File: src/rtl/bpu.sv
// Direct-mapped branch prediction unit: tagged entries with a target and a saturating
// direction counter; combinational lookup, single-edge training. Optional stats via `BPU_STATS_EN.
module bpu #(
  parameter int PC_WIDTH      = 8,
  parameter int NUM_ENTRIES   = 16,
  parameter int COUNTER_WIDTH = 2,
  parameter int STAT_WIDTH    = 16
) (
  input  logic                  clk,
  input  logic                  rst,
  input  logic [PC_WIDTH-1:0]   i_pc,
  output logic                  o_hit,
  output logic                  o_taken,
  output logic [PC_WIDTH-1:0]   o_next_pc,
  input  logic                  i_clear,
  input  logic                  i_update_valid,
  input  logic [PC_WIDTH-1:0]   i_update_pc,
  input  logic                  i_update_taken,
  input  logic [PC_WIDTH-1:0]   i_update_target,
`ifdef BPU_STATS_EN
  input  logic                  i_update_predicted,
  output logic [STAT_WIDTH-1:0] o_update_count,
  output logic [STAT_WIDTH-1:0] o_mispredict_count
`else
  input  logic                  i_update_predicted
`endif
);

  localparam int IDX_W = $clog2(NUM_ENTRIES);
  localparam int TAG_W = PC_WIDTH - IDX_W;
  localparam logic [COUNTER_WIDTH-1:0] CTR_MAX = '1;
  localparam logic [COUNTER_WIDTH-1:0] CTR_WNT = CTR_MAX >> 1;
  localparam logic [COUNTER_WIDTH-1:0] CTR_WT  = ~CTR_WNT;

  logic                     valid_q  [NUM_ENTRIES];
  logic                     valid_d  [NUM_ENTRIES];
  logic [TAG_W-1:0]         tag_q    [NUM_ENTRIES];
  logic [TAG_W-1:0]         tag_d    [NUM_ENTRIES];
  logic [PC_WIDTH-1:0]      target_q [NUM_ENTRIES];
  logic [PC_WIDTH-1:0]      target_d [NUM_ENTRIES];
  logic [COUNTER_WIDTH-1:0] ctr_q    [NUM_ENTRIES];
  logic [COUNTER_WIDTH-1:0] ctr_d    [NUM_ENTRIES];

  logic [IDX_W-1:0] lk_idx;
  logic [TAG_W-1:0] lk_tag;
  logic [IDX_W-1:0] up_idx;
  logic [TAG_W-1:0] up_tag;
  logic             up_hit;

  assign lk_idx = i_pc[IDX_W-1:0];
  assign lk_tag = i_pc[PC_WIDTH-1:IDX_W];
  assign up_idx = i_update_pc[IDX_W-1:0];
  assign up_tag = i_update_pc[PC_WIDTH-1:IDX_W];

  // Lookup reads only registered state, so a same-cycle update is never bypassed.
  always_comb begin
    o_hit     = valid_q[lk_idx] && (tag_q[lk_idx] == lk_tag);
    o_taken   = o_hit && ctr_q[lk_idx][COUNTER_WIDTH-1];
    o_next_pc = o_taken ? target_q[lk_idx] : i_pc + PC_WIDTH'(1);
  end

  // Training has no handshake: an update strobe is consumed every cycle it is high.
  always_comb begin
    valid_d  = valid_q;
    tag_d    = tag_q;
    target_d = target_q;
    ctr_d    = ctr_q;
    up_hit   = valid_q[up_idx] && (tag_q[up_idx] == up_tag);
    if (i_clear) begin
      for (int i = 0; i < NUM_ENTRIES; i++) valid_d[i] = 1'b0;
    end else if (i_update_valid) begin
      if (up_hit) begin
        if (i_update_taken) begin
          target_d[up_idx] = i_update_target;
          if (ctr_q[up_idx] != CTR_MAX) ctr_d[up_idx] = ctr_q[up_idx] + COUNTER_WIDTH'(1);
        end else if (ctr_q[up_idx] != '0) begin
          ctr_d[up_idx] = ctr_q[up_idx] - COUNTER_WIDTH'(1);
        end
      end else if (i_update_taken) begin
        valid_d[up_idx]  = 1'b1;
        tag_d[up_idx]    = up_tag;
        target_d[up_idx] = i_update_target;
        ctr_d[up_idx]    = CTR_WT;
      end
    end
  end

  always_ff @(posedge clk or posedge rst) begin
    if (rst) begin
      for (int i = 0; i < NUM_ENTRIES; i++) begin
        valid_q[i]  <= 1'b0;
        tag_q[i]    <= '0;
        target_q[i] <= '0;
        ctr_q[i]    <= CTR_WNT;
      end
    end else begin
      valid_q  <= valid_d;
      tag_q    <= tag_d;
      target_q <= target_d;
      ctr_q    <= ctr_d;
    end
  end

`ifdef BPU_STATS_EN
  logic [STAT_WIDTH-1:0] upd_cnt_q, upd_cnt_d;
  logic [STAT_WIDTH-1:0] mis_cnt_q, mis_cnt_d;

  // Stats count every strobe, including ones dropped by a same-cycle clear.
  always_comb begin
    upd_cnt_d = upd_cnt_q;
    mis_cnt_d = mis_cnt_q;
    if (i_update_valid && (upd_cnt_q != '1)) upd_cnt_d = upd_cnt_q + STAT_WIDTH'(1);
    if (i_update_valid && (i_update_predicted != i_update_taken) && (mis_cnt_q != '1))
      mis_cnt_d = mis_cnt_q + STAT_WIDTH'(1);
  end

  always_ff @(posedge clk or posedge rst) begin
    if (rst) begin
      upd_cnt_q <= '0;
      mis_cnt_q <= '0;
    end else begin
      upd_cnt_q <= upd_cnt_d;
      mis_cnt_q <= mis_cnt_d;
    end
  end

  assign o_update_count     = upd_cnt_q;
  assign o_mispredict_count = mis_cnt_q;
`else
  logic unused_predicted;
  assign unused_predicted = i_update_predicted;
`endif

endmodule
File: config.mk
export PLATFORM = sky130hd
export DESIGN_NAME = bpu
export DESIGN_NICKNAME = d
export VERILOG_FILES = /design/src/rtl/bpu.sv
export SDC_FILE = /design/constraint.sdc
export NUM_CORES = 1
export LEC_CHECK = 0
export ABC_AREA = 0
export ABC_CLOCK_PERIOD_IN_PS = 11700
export CAP_MARGIN = 20
export CORE_UTILIZATION = 62
export DETAILED_ROUTE_END_ITERATION = 6
export PLACE_DENSITY = 0.82
export SLEW_MARGIN = 10
export SYNTH_ARGS = -nofsm -noshare
export SYNTH_HDL_FRONTEND = slang
export SYNTH_SLANG_ARGS = --single-unit
File: constraint.sdc
create_clock -name clk -period 11.7 [get_ports clk]
set_clock_uncertainty 0.15 [all_clocks]
set_input_delay 2.34 -clock clk [delete_from_list [all_inputs] [get_ports clk]]
set_output_delay 2.34 -clock clk [all_outputs]
set_load 0.02 [all_outputs]
==> impl_results.md <==
- Status: finished clean
- Post-synthesis cell area: roughly 13000 um^2
- Placer congestion estimate: 0.857
- Yosys reg bits: 240
- Wirelength per Cell: 26.7 um
- Clock power share: 0.371
- Multi-input gate area: 6100 um^2
- RSZ-0062 raised after global routing: no
- Vias in the first global route: 8787
- Synth Area per Inst: 14.5 um^2
- Post-synthesis sequential area ratio: 0.480
- Top delay family on crit path: buffers and inverters
- FP Rows: 51
- Switching share of power: 0.256
- Final count of pins violating max slew: 0
- Worst hold path startpoint: ctr_q[10]
- Internal power: 1.56 mW
- I/O Buffers: 38
- CTS HTree Levels: 1
- Crit-path cells: buf_4 > buf_4 > mux4_2 > mux2i_1 > mux2i_1 > xor2_1 > nor4_2 > nand2_2 > mux2_1 > clkdlybuf4s50_1
- Max FO, Critical Path: 34
- DIE WIDTH: 144 um
- Layout net count: between 900 and 1k
- Reg power frac: 0.474
- Sequential cell area: around 6000 um^2
- Clock Sinks: 240
- Reg2reg setup slack: 8.00 ns
- Clock latency on the worst-skew pair: 0.55 ns
- Post-synth top flop: dfrtp_1
- Num CTS Buffers: 25
- First-pass GRT wire length: 49400 um
- Initial Util: 0.639
- Fin cells: about 1.2k
- Yosys warning count: 0
- Sw power: 0.537 mW
- Inserted Diodes: 0
- WP data arrival: approximately 6 ns
- CTS tree: done
- WHS Endpoint: ctr_q[10]
- Ys async rst share: 1.00
- R2R depth: 7
- WHS Path Cells: 2
- Syn Nets: about 900
- Critical path launch point type: input port
- Tcrit/Tclk final: 0.730
- CP required: 9.21 ns
- First-pass DRT Iterations: 5
- Post-synth EDFFs: 0
- VDD IR max: ~140 uV
- Setup Fix Bufs, Post-CTS: 0
- Full die area: 20800 um^2
- Worst-Margin Slew: 1.02 ns
- Post-route ant nets: 0
- Fin crit period: 8.54 ns
- Vias/cell: 6.92
- Gr ovfl total: 0
- Highest cell delay on the worst timing path: 0.66 ns
- Reg-to-Reg Start: tag_q[26]
- GRT Total Usage: 0.322
- Final core occ: 0.708
- Buf+Inv Stages, Crit Path: 3
- Buffer levels on the longest clock path: 3
- I/O Pins: 40
- Worst setup EP type: output port
- Core ar.: 19700 um^2
- MaxCap Viol Count: 0
- Hold Path Class: flip-flop to flip-flop
- Placed Cells: approximately 1.1k
- Rel. slew slack: 0.323
- Post-Synthesis Cells: 866
- Power per standard cell area: roughly 150 nW/um^2
- Total power: 2.10 mW
- PnR worst setup slack: 3.16 ns
- WHS: 0.313 ns
- Largest net degree at the start of global routing: 152
- Filler cells: about 1.3k
- Area after DPL: 13100 um^2
- Final hold vios: 0
- Slowest CP cell: buf_4
- # hold bufs at CTS: 0
- Setup Viol. Count Final: 0
- Clock transition at path regs: ~0.06 ns
- Area grow syn2layout: 10.8%
- 1st-iter DRT viols: 767
- Initial antenna violation count: 0
- Setup tns final: 0 ns
- CP Class: input port to output port
- DRC: 0
- P_leak: ~6 nW
- Via Count: ~8.1k
- Resized cells post-CTS: 0
- Fraction of layout cells with a size suffix above 1: 0.438
- Root Buffer: clkbuf_16
- Reg2reg end: ctr_q[8]
- Yosys cell types: 48
- Fmax: 117 MHz
- Combinational fraction of design power: 0.155
- Final Cell Area: 13900 um^2
- Die height: around 140 um
- DP Worst Slack: slightly above 3 ns
- Routed Wire Length: 31100 um
- DPL Wire Length: 19400 um
[layout make-up]
cell class / instances / area share
inverter: 22 / 0.00648
clock inverter: 8 / 0.00836
timing repair buffer: 61 / 0.0417
clock buffer: 34 / 0.0481
tap: 265 / 0.0238
multi-input combinational: 534 / 0.438
sequential: 240 / 0.433
[registers in the layout, summed over array words and instances, names as in the netlist]
register / cells
tag_q: 64
target_q: 128
ctr_q: 32
valid_q: 16
[layout by cell type (no fill, tap or decap), drive strengths merged, types with 2 or more instances in the layout]
cell / instances
o21ai: 3
clkinv: 2
xnor2: 9
nor4: 3
clkinvlp: 3
mux2: 201
o31ai: 29
inv: 23
clkdlybuf4s50: 35
nor2b: 4
dfrtp: 224
nand2: 49
clkbuf: 34
nor2: 26
mux2i: 23
o22ai: 3
nand2b: 5
a21oi: 13
bufinv: 2
dfstp: 16
o221ai: 28
nand4: 2
o32ai: 2
buf: 26
nor3: 6
and3: 3
ha: 3
mux4: 96
nand3: 12
xor2: 5
[power by group through the flow]
stage          logic (mW)  clock network [mW]  registers [mW]
5_1_grt             0.348               0.819            1.01
4_1_cts             0.323               0.785           0.993
3_5_place_dp        0.319                   0            1.00
6_report            0.324               0.779           0.995
3_3_place_gp        0.303                   0           0.992
2_1_floorplan       0.253                   0           0.981
[worst register-to-register path: stages (launching register included)]
cell,delay [ns]
dfrtp_1,0.41
mux4_2,0.50
mux2i_1,0.16
mux2i_1,0.10
xnor2_1,0.33
nand4_2,0.59
nand2b_1,0.84
o32ai_1,0.50
[layer usage]
metal | global-route usage | wire length, um | vias to the layer above | share of wire
li1 | - | - | 3341 | -
met1 | 0.408 | 11600 | 4217 | 0.37
met2 | 0.535 | 15700 | 387 | 0.50
met3 | 0.0725 | 2420 | 107 | 0.078
met4 | 0.142 | 1450 | 0 | 0.046
met5 | 0 | 0 | - | 0
[cell usage after synthesis (2+ instances only)]
master / n / area [um^2]
buf_6: 7 / 78.8
and3_1: 3 / 18.8
mux4_2: 96 / 2160
inv_1: 21 / 78.8
nor2b_1: 4 / 25.0
o221ai_1: 28 / 245
clkbuf_1: 34 / 128
nand2_1: 48 / 180
xnor2_2: 2 / 32.5
mux2i_1: 23 / 230
o22ai_1: 3 / 18.8
dfrtp_1: 224 / 5610
nand3_1: 12 / 60.1
o31ai_2: 19 / 238
o32ai_1: 2 / 17.5
xor2_1: 5 / 43.8
nor3_2: 2 / 20.0
xnor2_1: 7 / 61.3
o21ai_0: 3 / 15.0
a21oi_1: 13 / 65.1
dfstp_2: 16 / 420
buf_1: 9 / 33.8
nand2b_1: 5 / 31.3
o31ai_1: 10 / 75.1
nor2_1: 26 / 97.6
ha_1: 3 / 37.5
mux2_2: 191 / 2150
buf_2: 17 / 85.1
nor4_2: 2 / 25.0
nor3_1: 4 / 20.0
mux2_1: 10 / 113
[worst max path at each step]
stage,to,slack [ns],from,cells after the start
CTS,o_next_pc[1],3.08,i_pc[0],10
detailed placement,o_next_pc[1],3.07,i_pc[0],10
global placement,o_next_pc[3],3.10,i_pc[0],10
finish,o_next_pc[1],3.16,i_pc[0],10
global route,o_next_pc[2],2.89,i_pc[0],10
floorplan,ctr_q[11],2.65,rst,1
[cells by family after synthesis]
group / Yosys count / synth area share
xor+xnor: 14 / 0.0110
buf+inv: 92 / 0.0347
simple gates: 113 / 0.0424
mux: 320 / 0.371
compound gates: 84 / 0.0585
fa+ha+maj: 3 / 0.00299
flops: 240 / 0.480
Note: power is estimated with default switching activity, not from simulation.
